==> config.mk <==
export PLATFORM = sky130hd
export DESIGN_NAME = gpr_writeback
export DESIGN_NICKNAME = d
export VERILOG_FILES = /design/src/rtl/gpr_writeback.sv
export SDC_FILE = /design/constraint.sdc
export NUM_CORES = 1
export LEC_CHECK = 0
export BUFFER_PORTS_ARGS = -buffer_cell sky130_fd_sc_hd__buf_2
export CAP_MARGIN = 40
export CORE_UTILIZATION = 53
export CTS_CLUSTER_DIAMETER = 60
export CTS_CLUSTER_SIZE = 40
export DETAILED_ROUTE_END_ITERATION = 16
export PLACE_DENSITY = 0.8
export SYNTH_ARGS = -nofsm -noshare
export SYNTH_HDL_FRONTEND = slang
export SYNTH_SLANG_ARGS = --single-unit
==> constraint.sdc <==
create_clock -name clk -period 3.4 [get_ports clk]
set_input_delay 0.17 -clock clk [delete_from_list [all_inputs] [get_ports clk]]
set_output_delay 0.17 -clock clk [all_outputs]
set_load 0.005 [all_outputs]
==> src/rtl/gpr_writeback.sv <==
// Writeback stage: merges load returns and ALU results onto the register file write port,
// tracks pending loads and flags operand hazards. Optional forwarding: `define WB_BYPASS_EN.
module gpr_writeback #(
    parameter int DATA_W     = 32,
    parameter int ADDR_W     = 4,
    parameter int FIFO_DEPTH = 2
) (
    input  logic                 clk,
    input  logic                 rst,
    input  logic                 alu_valid,
    output logic                 alu_ready,
    input  logic [ADDR_W-1:0]    alu_rd,
    input  logic [DATA_W-1:0]    alu_data,
    input  logic                 ld_issue,
    input  logic [ADDR_W-1:0]    ld_issue_rd,
    input  logic                 ld_valid,
    input  logic [ADDR_W-1:0]    ld_rd,
    input  logic [DATA_W-1:0]    ld_data,
    output logic                 write_en,
    output logic [ADDR_W-1:0]    write_addr,
    output logic [DATA_W-1:0]    write_data,
    output logic [2**ADDR_W-1:0] busy_mask,
    input  logic [ADDR_W-1:0]    rs_addr,
    input  logic [ADDR_W-1:0]    rt_addr,
    output logic                 rs_hazard,
    output logic                 rt_hazard
`ifdef WB_BYPASS_EN
    ,
    output logic                 rs_fwd_valid,
    output logic [DATA_W-1:0]    rs_fwd_data,
    output logic                 rt_fwd_valid,
    output logic [DATA_W-1:0]    rt_fwd_data
`endif
);

    localparam int NREG  = 2**ADDR_W;
    localparam int PTR_W = $clog2(FIFO_DEPTH);
    localparam int CNT_W = PTR_W + 1;

    logic [ADDR_W-1:0] fifo_dest [FIFO_DEPTH];
    logic [DATA_W-1:0] fifo_data [FIFO_DEPTH];
    logic [PTR_W-1:0]  rd_ptr;
    logic [PTR_W-1:0]  wr_ptr;
    logic [CNT_W-1:0]  count;

    logic              fifo_empty;
    logic              fifo_full;
    logic              alu_acc;
    logic              push;
    logic              pop;
    logic              sel_valid;
    logic [ADDR_W-1:0] sel_rd;
    logic [DATA_W-1:0] sel_data;
    logic [NREG-1:0]   busy_next;

    assign fifo_empty = (count == '0);
    assign fifo_full  = (count == CNT_W'(FIFO_DEPTH));
    assign alu_ready  = !fifo_full;
    assign alu_acc    = alu_valid && alu_ready;

    // Source priority: returning load, then oldest queued ALU result, then a fresh ALU result.
    always_comb begin
        // NOTE: every output of a combinational block gets a default first so no latch is inferred.
        sel_valid = 1'b0;
        sel_rd    = '0;
        sel_data  = '0;
        pop       = 1'b0;
        if (ld_valid) begin
            sel_valid = 1'b1;
            sel_rd    = ld_rd;
            sel_data  = ld_data;
        end else if (!fifo_empty) begin
            sel_valid = 1'b1;
            sel_rd    = fifo_dest[rd_ptr];
            sel_data  = fifo_data[rd_ptr];
            pop       = 1'b1;
        end else if (alu_acc) begin
            sel_valid = 1'b1;
            sel_rd    = alu_rd;
            sel_data  = alu_data;
        end
        push = alu_acc && (ld_valid || !fifo_empty);
    end

    always_ff @(posedge clk or posedge rst) begin
        if (rst) begin
            rd_ptr <= '0;
            wr_ptr <= '0;
            count  <= '0;
        end else begin
            // NOTE: sequential state uses non-blocking assignments so every register samples pre-edge values.
            if (push) wr_ptr <= wr_ptr + PTR_W'(1);
            if (pop)  rd_ptr <= rd_ptr + PTR_W'(1);
            if (push && !pop)      count <= count + CNT_W'(1);
            else if (pop && !push) count <= count - CNT_W'(1);
        end
    end

    // NOTE: FIFO storage has no reset; entries are only observed while count marks them valid.
    always_ff @(posedge clk) begin
        if (push) begin
            fifo_dest[wr_ptr] <= alu_rd;
            fifo_data[wr_ptr] <= alu_data;
        end
    end

    always_ff @(posedge clk or posedge rst) begin
        if (rst) begin
            write_en   <= 1'b0;
            write_addr <= '0;
            write_data <= '0;
        end else begin
            write_en   <= sel_valid && (sel_rd != '0);
            write_addr <= sel_rd;
            write_data <= sel_data;
        end
    end

    // Clear before set so an issue and return to the same register leaves the new load pending.
    always_comb begin
        busy_next = busy_mask;
        if (ld_valid)
            busy_next[ld_rd] = 1'b0;
        if (ld_issue && (ld_issue_rd != '0))
            busy_next[ld_issue_rd] = 1'b1;
    end

    always_ff @(posedge clk or posedge rst) begin
        if (rst) busy_mask <= '0;
        else     busy_mask <= busy_next;
    end

    logic [ADDR_W-1:0] op_addr [2];
    logic [1:0]        op_hazard;
`ifdef WB_BYPASS_EN
    logic [1:0]        fwd_valid;
    logic [DATA_W-1:0] fwd_data [2];
`endif

    assign op_addr[0] = rs_addr;
    assign op_addr[1] = rt_addr;

    // FIFO scanned oldest to youngest so a later match overrides an earlier one.
    always_comb begin
        for (int p = 0; p < 2; p++) begin
`ifdef WB_BYPASS_EN
            fwd_valid[p] = write_en && (write_addr == op_addr[p]);
            fwd_data[p]  = write_data;
            for (int i = 0; i < FIFO_DEPTH; i++) begin
                if (i < int'(count) && fifo_dest[rd_ptr + PTR_W'(i)] == op_addr[p]) begin
                    fwd_valid[p] = 1'b1;
                    fwd_data[p]  = fifo_data[rd_ptr + PTR_W'(i)];
                end
            end
            if (op_addr[p] == '0)
                fwd_valid[p] = 1'b0;
            op_hazard[p] = (op_addr[p] != '0) && busy_mask[op_addr[p]];
`else
            op_hazard[p] = busy_mask[op_addr[p]] || (write_en && (write_addr == op_addr[p]));
            for (int i = 0; i < FIFO_DEPTH; i++) begin
                if (i < int'(count) && fifo_dest[rd_ptr + PTR_W'(i)] == op_addr[p])
                    op_hazard[p] = 1'b1;
            end
            if (op_addr[p] == '0)
                op_hazard[p] = 1'b0;
`endif
        end
    end

    assign rs_hazard = op_hazard[0];
    assign rt_hazard = op_hazard[1];
`ifdef WB_BYPASS_EN
    assign rs_fwd_valid = fwd_valid[0];
    assign rs_fwd_data  = fwd_data[0];
    assign rt_fwd_valid = fwd_valid[1];
    assign rt_fwd_data  = fwd_data[1];
`endif

endmodule

---- After elaboration in Yosys (flattened, before gate mapping) ----
Memory sizes are Yosys's and may differ from the RTL's.
Index checks and enable logic that the tools add are counted.
cells by class
  add/sub/neg operators ................... 4
  eq/ne operators ......................... 7
  bitwise operators ....................... 3
  order comparisons ....................... 8
  reduce and logical (&&, ||, !) cells .... 27
  mux-type cells .......................... 31
  shift operators ......................... 0
  $mul .................................... 0
  div/mod/pow operators ................... 0
operators by type and width
  kind                                                 number
  two-way mux 32 bit                                   3
  two-way mux 16 bit                                   2
  equality test 4 bit                                  6
  < comparator 4 x 5 -> 1 bit, second input constant   4
  two-way mux 1 bit                                    17
  bitwise AND 16 bit                                   1
  NOT 16 bit                                           1
  bitwise OR 16 bit                                    1
  logical AND 1 bit                                    14
  two-way mux 4 bit                                    3
  binary-select mux 1 bit (select 4 bit)               2
  demux 1 bit (select 4 bit)                           2
  >= comparator 4 x 1 -> 1 bit, second input constant  2
  zero test 4 bit                                      2
  nonzero test 4 bit                                   2
  zero test 1 bit                                      4
  < comparator 1 x 2 -> 1 bit, first input constant    2
  two-way mux 2 bit                                    2
  logical OR 1 bit                                     3
  adder 1 bit, second input constant                   2
  adder 2 x 1 -> 2 bit, second input constant          1
  equality test 2 bit, second input constant           1
  zero test 2 bit                                      1
  nonzero test 2 bit                                   1
  subtractor 2 x 1 -> 2 bit, second input constant     1
word-level totals
  memories kept ........................... 2
  input port bits ......................... 89
  bits in writable memories ............... 72
  bits in registers ....................... 57
  word-level logic and storage cells ...... 89
  latch bits .............................. 0
  bits in read-only memories .............. 0
  output and inout bits ................... 56
memories
  name       depth  bits a word  rd ports  clocked after memory_dff  wr ports  RTL line  source
  fifo_data  2      32           1         0                         1         41        logic [DATA_W-1:0] fifo_data [FIFO_DEPTH];
  fifo_dest  2      4            2         0                         1         40        logic [ADDR_W-1:0] fifo_dest [FIFO_DEPTH];

---- Logic depth before layout (Yosys ltp) ----
Gate-level depths: netlist of the first run.
  depth in word-level cells ............... 9
  depth in mapped cells ................... 9
  gate-level depth less buffers ........... 7

---- Worst setup path after synthesis of the first run ----
No wires, ideal clock.
  path kind ............................... reg-to-reg
  start ................................... register count[0]
  end ..................................... memory fifo_data[0][0] (enable)
  cell stages (with the launch flop) ...... 7
  slack ................................... 347 ps
  arrival time ............................ 2623 ps
  setup time .............................. 429 ps
  period minus slack after synthesis ...... 3053 ps
  path through ............................ dfrtp_1 inv_1 ha_1 clkbuf_1 clkinv_1 o21ai_0 nor2_1
between the ends
  word-level cells in the longest chain between the ends .. 6
RTL lines
  item                                                    RTL line  source
  from (decl)                                             44        logic [CNT_W-1:0] count;
  from (signal assigned)                                  94        if (push && !pop) count <= count + CNT_W'(1);
  from (signal assigned)                                  95        else if (pop && !push) count <= count - CNT_W'(1);
  equality test 2 bit or zero test 2 bit (tied branches)  57, 56
  zero test 1 bit, on equally long branches               58, 82
  logical AND 1 bit or logical OR 1 bit (tied branches)   59, 82
  logical AND 1 bit *                                     82        push = alu_acc && (ld_valid || !fifo_empty);
  two-way mux 1 bit *                                     101       if (push) begin
  two-way mux 1 bit (not written as such) *               103       fifo_data[wr_ptr] <= alu_data;
  to (decl)                                               41
Mark *: on every way between the ends. The rest lies on a longest branch, timed or not.

---- Worst setup path after layout of the first run ----
  start ................................... register count[0]
  end ..................................... memory fifo_data[1][21] (enable)
The elaborated chain is that of the path after synthesis.

==> impl_metrics.csv, run 1 <==
group,metric,value,unit
synthesis,syn_avg_cell_area,12.9,um^2
timing,min_period_over_period,0.830,
timing,finalHoldViolCount,0,
layout,utilization,0.762,
layout,drive_gt1_frac,0.336,
cts,cts_tree,"done",
synthesis,syn_area,5790,um^2
synthesis,yosys_warnings,0,
critical_path,cp.arrival,3.03,ns
timing,tightest_slew,0.832,ns
floorplan,fp.dieH,107,um
placement,place.port_buffers,144,
cts,post_cts.repair.setup_buffers,0,
drt,drtPass1Iterations,5,
drt,wl_met3,994,um
floorplan,start_util,0.554,
timing,post-route-min-period,2.82,ns
synthesis,synth_edf_count,72,
cts,cts.sink_count,129,
timing,relSlewSlack,0.439,
drt,wire_per_inst,18.9,um
layout,nNetsFinal,758,
synthesis,yosysMostFrequentCell,"edfxtp_1",
critical_path,cp.depth,6,
critical_path,cpPeakStageDelay,0.64,ns
global_routing,antenna_found_initial,0,
synthesis,synth_top_area_share,0.373,
synthesis,synth_top_cells_by_count,"edfxtp_1, dfrtp_1, inv_1",
timing,grt_setup_unrepaired,"false",
cts,clkTransAtPathRegs,0.06,ns
global_routing,grt_pass1_wl,23.8,mm
drt,drc,0,
synthesis,netlist_top_cells_area,"edfxtp_1, dfrtp_1, mux2_2",
synthesis,async_flop_share,0.442,
synthesis,synth-seq-cells,129,
cts,clockBufferDepth,2,
floorplan,io_pins,145,
critical_path,cp_data_required_time,3.61,ns
layout,areaGrowthSynthToFinish,37.6,%
synthesis,yosysTopAreaCell,"edfxtp_1",
cts,cts-root-buf,"clkbuf_8",
synthesis,synth_ff_type,"edfxtp_1",
layout,design_area,7970,um^2
worst_hold_path,worstHoldPathCells,3,
critical_path,crit_chain,"inv_1, ha_1, nor2b_1, o21ai_0, nor2_4, buf_4",
cts,clk_latency,0.52,ns
critical_path,reg2reg_slack,0.58,ns
placement,dpl_cell_area,6650,um^2
critical_path,crit_slowest_cell,"nor2_4",
status,status,"completed",
critical_path,worstSetupPathType,"reg -> reg",
timing,slew_viol_final,0,
pwr,leakagePower,3.34,nW
synthesis,synthDistinctLibCells,37,
global_routing,grtUsageTotal,0.283,
worst_hold_path,worst_hold_path_type,"in -> reg",
placement,dp_hpwl,9.13,mm
floorplan,rows,37,
critical_path,r2r_start,"count[0]$_DFFE_PP0P_",
timing,final.setup.tns,0,ns
layout,antenna_cells,0,
synthesis,synthCells,448,
worst_hold_path,hold_path_end,"busy_mask[9]$_DFF_PP0_",
pwr,power_density,712,nW/um^2
cts,numCtsBuffers,17,
critical_path,rr_worst_depth,6,
drt,drt_iter0_drc,392,
drt,drtAntennaViolNets,0,
critical_path,path_max_fanout,22,
drt,met1_length,5.94,mm
synthesis,synth_seq_area_share,0.620,
drt,route.met2.wl,8.15,mm
placement,gp_congestion,0.914,
drt,viasPerCell,5.73,
global_routing,grt_start_max_net_pins,79,
pwr,vdd_drop_max,0.000376,V
timing,setup_viol,0,
drt,highest-signal-layer,"met4",
critical_path,startpoint_type,"flop",
drt,via_count,4666,
critical_path,cp.buffers_inverters,2,
global_routing,overflow,0,
critical_path,worstSetupEndpointType,"flop",
critical_path,timing.rr.end,"fifo_data[1][21]$_DFFE_PP_",
worst_hold_path,min_from,"ld_issue_rd[3]",
critical_path,cp_top_family,"simple AND/OR/NAND/NOR gates",
drt,wl,15.4,mm
synthesis,syn_nets,540,
floorplan,die_area,11300,um^2
floorplan,core-area,10500,um^2
floorplan,fp.dieW,107,um
cts,cts_max_level,4,
global_routing,grt_pass1_vias,4603,
run,max_cap_viol_count,0,
timing,fmax,0.354,GHz
timing,finalClockSkew,0.00787,ns
## worst max path at each step
stage	start	to
floorplan	count[0]$_DFFE_PP0P_	fifo_data[0][0]$_DFFE_PP_
global placement	count[0]$_DFFE_PP0P_	fifo_data[1][23]$_DFFE_PP_
detailed placement	count[0]$_DFFE_PP0P_	fifo_data[1][26]$_DFFE_PP_
CTS	count[0]$_DFFE_PP0P_	fifo_data[1][25]$_DFFE_PP_
global route	count[0]$_DFFE_PP0P_	fifo_data[1][15]$_DFFE_PP_
finish	count[0]$_DFFE_PP0P_	fifo_data[1][21]$_DFFE_PP_
## cell families after synthesis
family | synth area share
simple gates | 0.0452
fa+ha+maj | 0.00648
compound gates | 0.125
mux | 0.113
flops | 0.620
buf+inv | 0.0495
xor+xnor | 0.0408
## sequential cells by signal (all words and copies together), names as in the netlist
signal / cells
wr_ptr: 1
fifo_data: 64
write_data: 32
rd_ptr: 1
write_en: 1
fifo_dest: 8
busy_mask: 16
count: 2
write_addr: 4
## stage by stage
stage	setup WS [ns]	hold slack (ns)	cells	total power, mW
after CTS	0.549	0.00104	815	5.63
after floorplan	0.347	0.269	448	3.35
after detailed placement	0.610	0.117	705	3.92
after global placement	0.791	0.374	704	3.83
final	0.579	0.0227	815	5.67
after global routing	0.371	0.0281	815	5.92
## what timing repair did
item	in CTS	in global routing
endpoints found under the setup margin	0	0
resized for setup	0	0
hold buffers	78	0
endpoints found under the hold margin	155	0
## tightest hold or removal path: cells and delay by family
| family | cells | cell delay [ns] |
|---|---|---|
| buffers and inverters | 1 | 0.12 |
| and+or+nand+nor | 1 | 0.12 |
| AOI/OAI and AO/OA | 1 | 0.09 |
## cell usage in the layout (no fill, tap or decap), types with 2 or more instances in the layout
master	n
nand2_1	12
nand3_1	2
mux2_2	34
a211oi_1	3
dfrtp_1	56
clkbuf_8	3
nand2b_1	6
clkinv_2	4
buf_12	2
inv_1	38
nor2_4	2
nor3_1	4
clkinv_4	2
clkbuf_1	3
nor2_1	12
ha_1	3
clkinvlp_4	2
xnor2_1	15
xor2_1	12
clkinv_1	2
buf_2	144
o21ai_0	32
nor2b_1	4
a31oi_1	5
a221oi_1	32
a21oi_1	38
dlygate4sd3_1	78
mux2i_1	8
buf_4	6
mux4_2	8
edfxtp_1	72
nor4_1	3
clkbuf_16	16
nand3b_1	3
## layout make-up
type                            instances  area (um^2)
Clock buffer                           22          453
Clock inverter                         10         86.3
Fill cell                             643         2490
Inverter                               40          150
Multi-Input combinational cell        248         1930
Sequential cell                       129         3590
Tap cell                              136          170
Timing Repair Buffer                  230         1590
## power breakdown
part	internal, mW	switching [mW]	leakage, nW
clock network	1.00	0.655	0.262
logic	0.808	0.919	1.75
registers	2.09	0.201	1.33
total	3.90	1.78	3.34
## metal layers
layer,vias to the layer above,global-route usage
li1,2094,-
met3,30,0.0595
met1,2305,0.354
met4,0,0.109
met2,237,0.484
met5,-,0
Note: power is estimated with default switching activity, not from simulation.
==> run 2: changes to the inputs <==
--- a/config.mk
+++ b/config.mk
@@ -5,13 +5,14 @@
 export SDC_FILE = /design/constraint.sdc
 export NUM_CORES = 1
 export LEC_CHECK = 0
+export ABC_AREA = 1
 export BUFFER_PORTS_ARGS = -buffer_cell sky130_fd_sc_hd__buf_2
 export CAP_MARGIN = 40
-export CORE_UTILIZATION = 53
+export CORE_UTILIZATION = 48
 export CTS_CLUSTER_DIAMETER = 60
 export CTS_CLUSTER_SIZE = 40
 export DETAILED_ROUTE_END_ITERATION = 16
-export PLACE_DENSITY = 0.8
+export PLACE_DENSITY = 0.76
 export SYNTH_ARGS = -nofsm -noshare
 export SYNTH_HDL_FRONTEND = slang
 export SYNTH_SLANG_ARGS = --single-unit
==> constraint.sdc (replaced) <==
create_clock -name clk -period 2.4 [get_ports clk]
set_input_delay 0.12 -clock clk [delete_from_list [all_inputs] [get_ports clk]]
set_output_delay 0.12 -clock clk [all_outputs]
set_load 0.005 [all_outputs]
==> impl_metrics.csv, run 2 <==
group,metric,value,unit
synthesis,syn_nets,747,
cts,cts_tree,"done",
placement,place.port_buffers,144,
floorplan,core-area,12100,um^2
layout,top_register,"fifo_data",
synthesis,synthCells,655,
timing,final.setup.tns,0,ns
worst_hold_path,min_from,"ld_issue_rd[0]",
global_routing,grtUsageTotal,0.286,
synthesis,synth_top_area_share,0.362,
cts,clockBufferDepth,2,
layout,utilization,0.680,
timing,post-route-min-period,2.14,ns
critical_path,timing.rr.end,"write_data[3]$_DFF_PP0_",
layout,reg_top3,"fifo_data: 64 flops, write_data: 32 flops, busy_mask: 16 flops",
layout,drive_gt1_frac,0.218,
synthesis,syn_area,5970,um^2
pwr,vdd_drop_max,0.000654,V
critical_path,cp.arrival,2.39,ns
timing,grt_setup_unrepaired,"false",
drt,via_count,5634,
drt,drtAntennaViolNets,0,
synthesis,yosysTopAreaCell,"edfxtp_1",
synthesis,synth_ff_type,"edfxtp_1",
synthesis,synth_top_cells_by_count,"nand2_1, edfxtp_1, nor2_1",
synthesis,synth-seq-cells,129,
placement,gp_congestion,0.962,
layout,final_cell_mix,"nand2_1, buf_2, edfxtp_1, dlygate4sd3_1, nor2_1",
pwr,power_density,1020,nW/um^2
floorplan,fp.dieW,113,um
layout,nNetsFinal,965,
layout,instances_no_fill,1054,
synthesis,syn_avg_cell_area,9.11,um^2
timing,setup_viol,0,
drt,drt_iter0_drc,616,
timing,fmax,0.468,GHz
critical_path,startpoint_type,"flop",
global_routing,overflow,0,
cts,clkTransAtPathRegs,0.06,ns
drt,wire_per_inst,16.8,um
floorplan,fp.dieH,113,um
placement,dp_hpwl,11.3,mm
floorplan,start_util,0.495,
timing,relSlewSlack,0.579,
status,status,"completed",
cts,numCtsBuffers,17,
drt,drc,0,
layout,antenna_cells,0,
layout,largest_reg_flops,64,
global_routing,grt_start_max_net_pins,37,
layout,areaGrowthSynthToFinish,37.4,%
critical_path,cp_data_required_time,2.66,ns
floorplan,rows,40,
worst_hold_path,worst_hold_path_type,"in -> reg",
critical_path,worstSetupPathType,"reg -> reg",
timing,finalClockSkew,0.00864,ns
synthesis,netlist_top_cells_area,"edfxtp_1, dfrtp_1, nand2_1",
pwr,leakagePower,3.69,nW
drt,drtPass1Iterations,9,
floorplan,io_pins,145,
global_routing,grt_pass1_vias,5619,
synthesis,yosys_warnings,0,
placement,place_inst,952,
global_routing,grt_pass1_wl,28.1,mm
run,max_cap_viol_count,0,
layout,fill_cells,900,
critical_path,rr_worst_depth,10,
timing,slew_viol_final,0,
synthesis,synth_seq_area_share,0.601,
timing,min_period_over_period,0.890,
cts,cts_max_level,4,
cts,cts.sink_count,129,
layout,layout_commonest_cell,"nand2_1",
worst_hold_path,hold_path_end,"busy_mask[1]$_DFF_PP0_",
critical_path,path_max_fanout,22,
critical_path,r2r_start,"count[0]$_DFFE_PP0P_",
global_routing,antenna_found_initial,0,
critical_path,worstSetupEndpointType,"flop",
cts,clk_latency,0.41,ns
cts,cts-root-buf,"clkbuf_16",
critical_path,reg2reg_slack,0.26,ns
pwr,p_total,8.36,mW
synthesis,yosysMostFrequentCell,"nand2_1",
timing,finalHoldViolCount,0,
drt,viasPerCell,5.35,
timing,tightest_slew,0.631,ns
synthesis,synthDistinctLibCells,22,
floorplan,die_area,12900,um^2
synthesis,async_flop_share,0.442,
synthesis,synth_edf_count,72,
worst_hold_path,worstHoldPathCells,3,
cts,post_cts.repair.setup_buffers,0,
drt,wl,17.7,mm
-- run 2: how the worst max path moves through the flow --
stage	start	to	slack (ns)	cells past startpoint
2_1_floorplan	count[0]$_DFFE_PP0P_	fifo_data[1][0]$_DFFE_PP_	0.08	7
3_5_place_dp	count[0]$_DFFE_PP0P_	write_data[21]$_DFF_PP0_	0.41	9
6_report	count[0]$_DFFE_PP0P_	write_data[3]$_DFF_PP0_	0.26	10
5_1_grt	rd_ptr$_DFFE_PP0P_	rt_hazard	0.11	9
3_3_place_gp	rd_ptr$_DFFE_PP0P_	rs_hazard	0.52	9
4_1_cts	rd_ptr$_DFFE_PP0P_	rs_hazard	0.09	9
-- run 2: critical path, stage by stage (launching register included) --
cell	delay [ns]
dfrtp_1	0.41
inv_1	0.11
ha_1	0.17
inv_1	0.05
nand2_1	0.09
inv_1	0.07
nand2_1	0.06
clkinv_1	0.43
buf_12	0.36
nand2_1	0.10
o211ai_1	0.14
-- run 2: per-stage QoR --
| step | instance area (um^2) | setup WS (ns) | hold WS [ns] |
|---|---|---|---|
| after floorplan | 5970 | 0.0777 | 0.217 |
| after global placement | 6880 | 0.525 | 0.227 |
| after detailed placement | 6880 | 0.413 | 0.237 |
| after CTS | 8200 | 0.0918 | 0.0116 |
| after global routing | 8200 | 0.115 | 0.0440 |
| final | 8200 | 0.263 | 0.0282 |
-- run 2: repair_timing --
| action | 4_1_cts | 5_1_grt |
|---|---|---|
| setup endpoints to repair | 0 | 2 |
| hold buffers | 70 | 0 |
| endpoints found under the hold margin | 133 | 0 |
| resized for setup | 0 | 2 |
-- run 2: layout make-up --
class	count	area, um^2	share of cell area
Clock inverter	14	189	0.0230
Clock buffer	18	429	0.0524
Timing Repair Buffer	225	1520	0.185
Multi-Input combinational cell	445	2050	0.250
Inverter	55	211	0.0258
Tap cell	168	210	0.0256
Sequential cell	129	3590	0.438
-- run 2: cell families (layout without fill, tap and decap cells) --
logic type               after synthesis  in the layout  synth area share
buffers and inverters                 81            312            0.0575
XOR/XNOR                               3              3           0.00440
AND/OR/NAND/NOR                      333            333             0.224
AO/OA/AOI/OAI                        106            106             0.107
flip-flops                           129            129             0.601
adder cells (fa/ha/maj)                3              3           0.00629
-- run 2: metal layers --
layer  part of all wire  GRT usage  vias to the layer above
met2               0.50      0.487                      318
met5                  0          0                        -
li1                   -          -                     2630
met1               0.41      0.361                     2652
met3              0.074     0.0606                       34
met4              0.016      0.109                        0
-- run 2: report_power, final --
group / internal (mW) / switching (mW) / leakage [nW]
combinational: 0.872 / 1.50 / 2.05
clock: 1.73 / 0.948 / 0.286
sequential: 2.99 / 0.325 / 1.35
total: 5.59 / 2.77 / 3.69
